`src/rtl/serial_word_loader_pkg.sv`:
```
// Shared types for the serial word loader: FIFO FSM states and occupancy codes.
package serial_word_loader_pkg;

  typedef enum logic [1:0] {
    EMPTY = 2'd0,
    ONE   = 2'd1,
    FULL  = 2'd2
  } fifo_state_e;

  localparam logic [1:0] OCC_EMPTY = 2'd0;
  localparam logic [1:0] OCC_ONE   = 2'd1;
  localparam logic [1:0] OCC_FULL  = 2'd2;

  function automatic logic [1:0] occupancy(input fifo_state_e s);
    case (s)
      ONE:     return OCC_ONE;
      FULL:    return OCC_FULL;
      default: return OCC_EMPTY;
    endcase
  endfunction

endpackage

```
`src/rtl/word_fifo2.sv`:
```
// Two-entry word FIFO with an EMPTY/ONE/FULL state machine; head is always registered.
module word_fifo2
  import serial_word_loader_pkg::*;
#(
  parameter int INPUT_WIDTH = 8
) (
  input  logic                   clk,
  input  logic                   rst,
  input  logic                   push,
  input  logic [INPUT_WIDTH-1:0] push_data,
  input  logic                   pop_req,
  output logic [INPUT_WIDTH-1:0] head_data,
  output logic                   valid,
  output logic                   full,
  output logic [1:0]             count
);

  fifo_state_e            state, state_nxt;
  logic [INPUT_WIDTH-1:0] head, tail;
  logic                   pop;

  assign pop       = pop_req && (state != EMPTY);
  assign valid     = (state != EMPTY);
  assign full      = (state == FULL);
  assign count     = occupancy(state);
  assign head_data = head;

  always_ff @(posedge clk or posedge rst) begin
    if (rst) state <= EMPTY;
    else     state <= state_nxt;
  end

  always_comb begin
    state_nxt = state;
    case (state)
      EMPTY: if (push) state_nxt = ONE;
      ONE: begin
        if (push && !pop)      state_nxt = FULL;
        else if (pop && !push) state_nxt = EMPTY;
      end
      FULL:    if (pop) state_nxt = ONE;
      default: state_nxt = EMPTY;
    endcase
  end

  // Simultaneous push/pop in ONE replaces the head directly; tail only holds the second word.
  always_ff @(posedge clk or posedge rst) begin
    if (rst) begin
      head <= '0;
      tail <= '0;
    end else begin
      case (state)
        EMPTY: if (push) head <= push_data;
        ONE: begin
          if (push && pop) head <= push_data;
          else if (push)   tail <= push_data;
        end
        FULL:    if (pop) head <= tail;
        default: ;
      endcase
    end
  end

endmodule

```
`src/rtl/serial_word_loader.sv`:
```
// Assembles MSB-first serial bits into INPUT_WIDTH-bit words and queues them in a 2-entry FIFO.
module serial_word_loader
  import serial_word_loader_pkg::*;
#(
  parameter int INPUT_WIDTH = 8
) (
  input  logic                   clk,
  input  logic                   rst,
  input  logic                   serial_in,
  input  logic                   serial_valid,
  output logic                   serial_ready,
  input  logic                   flush,
  output logic [INPUT_WIDTH-1:0] out_data,
  output logic                   out_valid,
  input  logic                   out_ready,
  output logic [1:0]             word_count
);

  localparam int CNT_W = $clog2(INPUT_WIDTH);
  localparam logic [CNT_W-1:0] LAST = CNT_W'(INPUT_WIDTH - 1);

  logic [INPUT_WIDTH-1:0] shift_reg;
  logic [INPUT_WIDTH-1:0] word_next;
  logic [CNT_W-1:0]       bit_cnt;
  logic                   accept, push, fifo_full;

  // Only a completing bit needs FIFO space, so stall just that one while full.
  assign serial_ready = !(fifo_full && (bit_cnt == LAST));
  assign accept       = serial_valid && serial_ready;
  assign word_next    = {shift_reg[INPUT_WIDTH-2:0], serial_in};
  assign push         = accept && !flush && (bit_cnt == LAST);

  always_ff @(posedge clk or posedge rst) begin
    if (rst) begin
      shift_reg <= '0;
      bit_cnt   <= '0;
    end else if (flush) begin
      shift_reg <= '0;
      bit_cnt   <= '0;
    end else if (accept) begin
      shift_reg <= word_next;
      bit_cnt   <= (bit_cnt == LAST) ? '0 : bit_cnt + 1'b1;
    end
  end

  word_fifo2 #(.INPUT_WIDTH(INPUT_WIDTH)) u_fifo (
    .clk       (clk),
    .rst       (rst),
    .push      (push),
    .push_data (word_next),
    .pop_req   (out_ready),
    .head_data (out_data),
    .valid     (out_valid),
    .full      (fifo_full),
    .count     (word_count)
  );

endmodule

```
`config.mk`:
```
export PLATFORM = sky130hd
export DESIGN_NAME = serial_word_loader
export DESIGN_NICKNAME = d
export VERILOG_FILES = /design/src/rtl/serial_word_loader_pkg.sv /design/src/rtl/word_fifo2.sv /design/src/rtl/serial_word_loader.sv
export SDC_FILE = /design/constraint.sdc
export NUM_CORES = 1
export LEC_CHECK = 0
export ABC_AREA = 1
export CORE_ASPECT_RATIO = 1.75
export CORE_UTILIZATION = 40
export CTS_CLUSTER_DIAMETER = 30
export CTS_CLUSTER_SIZE = 14
export DETAILED_ROUTE_END_ITERATION = 16
export PLACE_DENSITY = 0.67
export SYNTH_ARGS = -nofsm -noshare
export SYNTH_HDL_FRONTEND = slang
export SYNTH_SLANG_ARGS = --single-unit
```
`constraint.sdc`:
```
create_clock -name clk -period 2.22 [get_ports clk]
set_clock_uncertainty 0.05 [all_clocks]
set_input_delay 0.222 -clock clk [delete_from_list [all_inputs] [get_ports clk]]
set_output_delay 0.222 -clock clk [all_outputs]
set_load 0.05 [all_outputs]
```
Yosys cells after proc, flatten, opt, wreduce, memory -nomap -nowiden
Index checks and enable logic that the tools add are counted.
{"block": "totals", "ff_bits": 28, "input_bits": 6, "output_inout_bits": 12, "wordCells": 48}
{"block": "classes", "add_sub_neg": 1, "n_eq_ne": 7, "mux": 15, "n_bitwise": 1, "reduce_logical": 19}
{"cell": "$mux W8", "count": 3}
{"cell": "$pmux W8 S3", "count": 1}
{"cell": "$mux W7", "count": 2}
{"cell": "$mux W3", "count": 3}
{"cell": "$logic_and A1 B1 Y1", "count": 8}
{"cell": "$mux W2", "count": 4}
{"cell": "$ne A2 B1 Y1 const B", "count": 3}
{"cell": "$pmux W2 S3", "count": 1}
{"cell": "$reduce_and A3 Y1", "count": 2}
{"cell": "$logic_not A1 Y1", "count": 4}
{"cell": "$pmux W2 S2", "count": 1}
{"cell": "$reduce_and A4 Y1", "count": 1}
{"cell": "$reduce_bool A2 Y1", "count": 2}
{"cell": "$add A3 B1 Y3 const B", "count": 1}
{"cell": "$eq A3 B3 Y1 const B", "count": 1}
{"cell": "$ne A3 B1 Y1 const B", "count": 1}
{"cell": "$reduce_bool A3 Y1", "count": 1}
{"cell": "$eq A2 B1 Y1 const B", "count": 1}
{"cell": "$eq A2 B2 Y1 const B", "count": 1}
{"cell": "$logic_not A2 Y1", "count": 1}
{"cell": "$not A1 Y1", "count": 1}

Depth between registers and ports, before layout
{"block": "depth", "depth_word": 11, "depth_mapped": 8, "depth_no_buf": 8}

By module
Synthesis repeated with hierarchy kept, for this count alone.
{"block": "unflattened", "hier_cells": 168, "hier_area_um2": 1477.7}
{"module": "word_fifo2", "n_inst": 1, "cells_each": 114, "area_each_um2": 983.4, "seq_area_each_um2": 450.4}
{"module": "serial_word_loader", "n_inst": 1, "cells_each": 54, "area_each_um2": 494.2, "seq_area_each_um2": 250.2}

Worst setup path after synthesis
No wires, ideal clock.
{"block": "synth_path", "path_type": "register to register", "start": "register u_fifo.state[1]", "end": "register u_fifo.tail[0]", "setup_time_ns": 0.126, "t_arrival_ns": 1.456, "required_ns": 2.044, "setup_slack_ns": 0.588, "path_stages_with_launch": 6, "n_path_buf": 1, "period_less_slack_ns": 1.632, "cell_sequence": "dfrtp_1 nor2_2 nand2_2 nor2_8 buf_8 o21ai_0"}
{"block": "synth_between", "elab_chain_len": 9, "elab_cells_between_ends": 12, "classes_between": "eq/ne: 2; bitwise: 1; reduce/logical: 9"}
{"item": "start: declaration", "line": "word_fifo2.sv:18", "rtl": "fifo_state_e state, state_nxt;"}
{"item": "start signal: assignment", "line": "word_fifo2.sv:30", "rtl": "else state <= state_nxt;"}
{"item": "$eq A2 B2 Y1", "line": "word_fifo2.sv:24", "rtl": "assign full = (state == FULL);"}
{"item": "$logic_and A1 B1 Y1", "line": "serial_word_loader.sv:28", "rtl": "assign serial_ready = !(fifo_full && (bit_cnt == LAST));"}
{"item": "$logic_not A1 Y1", "line": "serial_word_loader.sv:28"}
{"item": "$logic_and A1 B1 Y1", "line": "serial_word_loader.sv:29", "rtl": "assign accept = serial_valid && serial_ready;"}
{"item": "$logic_and A1 B1 Y1 (2 in series)", "line": "serial_word_loader.sv:31", "rtl": "assign push = accept && !flush && (bit_cnt == LAST);"}
{"item": "$logic_and A1 B1 Y1", "line": "word_fifo2.sv:55", "rtl": "if (push && pop) head <= push_data;"}
{"item": "$not A1 Y1 (no source line)"}
{"item": "$reduce_and A3 Y1 (no source line) (*)"}
{"item": "end signal: assignment", "line": "word_fifo2.sv:56", "rtl": "else if (push) tail <= push_data;"}
{"item": "end: declaration", "line": "word_fifo2.sv:19", "rtl": "logic [INPUT_WIDTH-1:0] head, tail;"}
Mark *: on every way between the ends. The rest lies on a longest branch, timed or not.
A chain may end at the register's enable or synchronous reset.

Worst setup path after layout
{"block": "layout_path", "start": "register u_fifo.state[0]", "end": "output port word_count[1]"}
{"block": "layout_between", "elab_chain_len": 2, "elab_cells_between_ends": 3, "classes_between": "eq/ne: 2; mux: 1"}
{"item": "$eq A2 B2 Y1 / $eq A2 B1 Y1 (equally long branches)", "line": "serial_word_loader_pkg.sv:15", "rtl": "case (s)"}
{"item": "$pmux W2 S2 (*)", "line": "serial_word_loader_pkg.sv:15"}
{"item": "end: declaration", "line": "serial_word_loader.sv:16", "rtl": "output logic [1:0] word_count"}
Marks and branches as above.

==> results by group <==
Timing
  – Period utilization: 95.6%
  – Final Setup Violations: 0
  – TNS Setup: 0 ns
  – Slew margin rel.: between 60 and 70%
  – Fin worst setup slack: between 0.09 and 0.1 ns
  – Worst Tran Pin Value: 0.501 ns
  – Final Critical Period: 2.12 ns
  – Max Freq: 471 MHz
  – Unrepaired setup endpoints after global routing: no
  – Count of pins over their slew limit: 0
  – Fin. Hold Viols: 0

Critical path
  – Worst r2r dst: u_fifo.head_data[4]$_DFFE_PP0P_
  – CP peak stage delay: 0.80 ns
  – Worst Setup End Kind: output pin
  – Worst Reg-to-Reg Cells: 7
  – RR Startpoint: bit_cnt[0]$_DFFE_PP0P_
  – CP Max Fanout: 19
  – CP dominant cell by count: inv_2
  – Crit path max-delay cell type: clkdlybuf4s50_1
  – CP Data Required Time: 1.95 ns
  – Startpoint class of the critical path: flip-flop
  – Register-to-register setup slack: around 0.61 ns
  – Worst Setup Path Type: reg2out
  – Worst-path cell chain: inv_2 > nand2_4 > inv_2 > clkdlybuf4s50_1
  – Crit path DAT: 1.85 ns

Drt
  – Pre-antenna DRT Iters: 3
  – Starting DRT DRC Count: 17
  – Routed Wire Length: roughly 2200 um
  – Vias: ~970
  – Vias/cell: 4.54
  – DRC Markers: 0
  – Routed len/inst: 10.5 um
  – Remaining antenna violation count: 0

Placed design
  – GPL Wtd Cong: 0.736
  – DP Wirelength: roughly 1700 um
  – DP Area: 1540 sq um
  – I/O Buffers: 17
  – Dpl ws: between 0.3 and 0.4 ns

Yosys
  – Synth top area cells: dfrtp_1 (52%), nand2_1 (17%), o21ai_0 (5.2%)
  – Yosys reg bits: 28
  – Syn Area/Cell: between 8 and 9 sq um
  – Register area share after synthesis: 52.5%
  – Area of the mapped netlist: about 1300 sq um
  – YS warnings: 0
  – Synth unique cells: 20
  – Top cell type's share of synthesized area: a little over half
  – Mapped Cells: 150
  – Synth area leader: dfrtp_1
  – Syn Nets: 158

CTS
  – Bufs on Longest Clock Path: 2
  – Root Buffer: clkbuf_8
  – TritonCTS clock tree: done
  – PostCTS Resize Cnt: 0
  – Reg clk slew, reported paths: 0.09 ns
  – Hold-fix buffer count after cts: 0
  – # Post-CTS Setup Buffers: 0
  – CTS HTree Levels: 1
  – Clk sinks: 28
  – CTS Buf Count: 3
  – Clk Latency, worst-skew pair: 0.27 ns

Finish
  – Antenna diode instance count: 0
  – Most common cell after layout, fill and taps aside: nand2_1
  – Filler cell count: 323
  – Most frequent cells in the layout: nand2_1 (62), dfrtp_1 (28), clkdlybuf4s50_1 (16)
  – Layout cells sized above 1: 15.3%
  – Sequential Area: 701 sq um
  – Area of the multi-input gates: 562 sq um
  – Total Nets Final: 179
  – Cell area after layout: approximately 1600 sq um
  – Synth-to-layout area growth: 19.8%

Floorplanning
  – Die area: ~3600 sq um
  – Boundary pin count: 18
  – Die Width: approximately 46 um
  – Starting Density: 42.0%
  – CORE AREA: around 3200 sq um
  – Row count: 27
  – Die height: 78.4 um

Flow run
  – Maxcap violations: 0

GRT
  – GRT Resource Usage Total: 15.5%
  – Pin count of the biggest net entering global routing: 29
  – First-pass GRT wire length: 4150 um
  – Vias in the first global route: 942
  – Global route overflow: 0
  – Initial antenna violation count: 0

Min path
  – HP Class: in2async

Power
  – Pwr Density: around 550 nW/um^2
  – Max VDD drop: around 0.00044 V
  – P_leak: 0.843 nW

Run status
  – Status: finished clean
## worst max path at each step
stage	from	to	slack (ns)
2_1_floorplan	u_fifo.state[1]$_DFFE_PP0P_	u_fifo.tail[0]$_DFFE_PP0P_	0.59
3_3_place_gp	u_fifo.state[0]$_DFFE_PP0P_	word_count[1]	0.43
3_5_place_dp	u_fifo.state[0]$_DFFE_PP0P_	word_count[1]	0.39
4_1_cts	u_fifo.state[0]$_DFFE_PP0P_	word_count[1]	0.08
5_1_grt	u_fifo.state[0]$_DFFE_PP0P_	word_count[1]	0.02
6_report	u_fifo.state[0]$_DFFE_PP0P_	word_count[1]	0.1
## cell type report
cell class	count	area share (%)
flip-flops and latches	28	43.8
multi-input cells	106	35.1
repair buffers	18	11.0
clock buffers	4	3.44
well taps	43	3.36
inverters	14	3.29
## layer usage
layer  part of all wire [%]  global-route usage, %  routed length (um)  vias to the layer above
met1                     41                   19.0                 923                      447
met2                     56                   26.6                1260                        7
met3                    1.3                   1.38                  30                        2
met4                    1.2                   6.36                  27                        0
li1                       -                      -                   -                      511
met5                      0                      0                   0                        -
## synth_stat cells, drive strengths merged
| library cell | instances |
|---|---|
| nand2 | 71 |
| nand4 | 2 |
| nand3 | 8 |
| dfrtp | 28 |
| inv | 14 |
| ha | 2 |
| nor2 | 4 |
| a21oi | 1 |
| o21ai | 17 |
| buf | 2 |
| o22ai | 1 |
## worst max-delay path: cells and delay by family (launching register included)
kind                   cells  cell delay, ns
and+or+nand+nor            1            0.14
DFF                        1            0.40
buffers and inverters      3            1.03
## metrics by stage
stage	hold WS (ns)	utilization (%)	power (mW)	instances
global placement	0.403	48.6	0.580	209
global route	0.346	50.4	0.912	213
detailed placement	0.408	48.6	0.581	209
floorplan	0.237	-	0.558	150
finish	0.254	50.4	0.878	213
CTS	0.266	50.4	0.887	213
## cells by family after synthesis
group                      synth area share [%]
adders and majority gates                  1.87
and+or+nand+nor                            31.3
buffers and inverters                      5.44
DFF                                        52.5
AOI/OAI and AO/OA                          8.90
## report_power, final
group	internal [mW]	leakage [nW]	switching [mW]	total [mW]
clock	0.159	0.0288	0.150	0.308
combinational	0.0184	0.471	0.0309	0.0493
sequential	0.515	0.343	0.00460	0.520
total	0.692	0.843	0.185	0.878
Power figures use the tool's default switching activity.
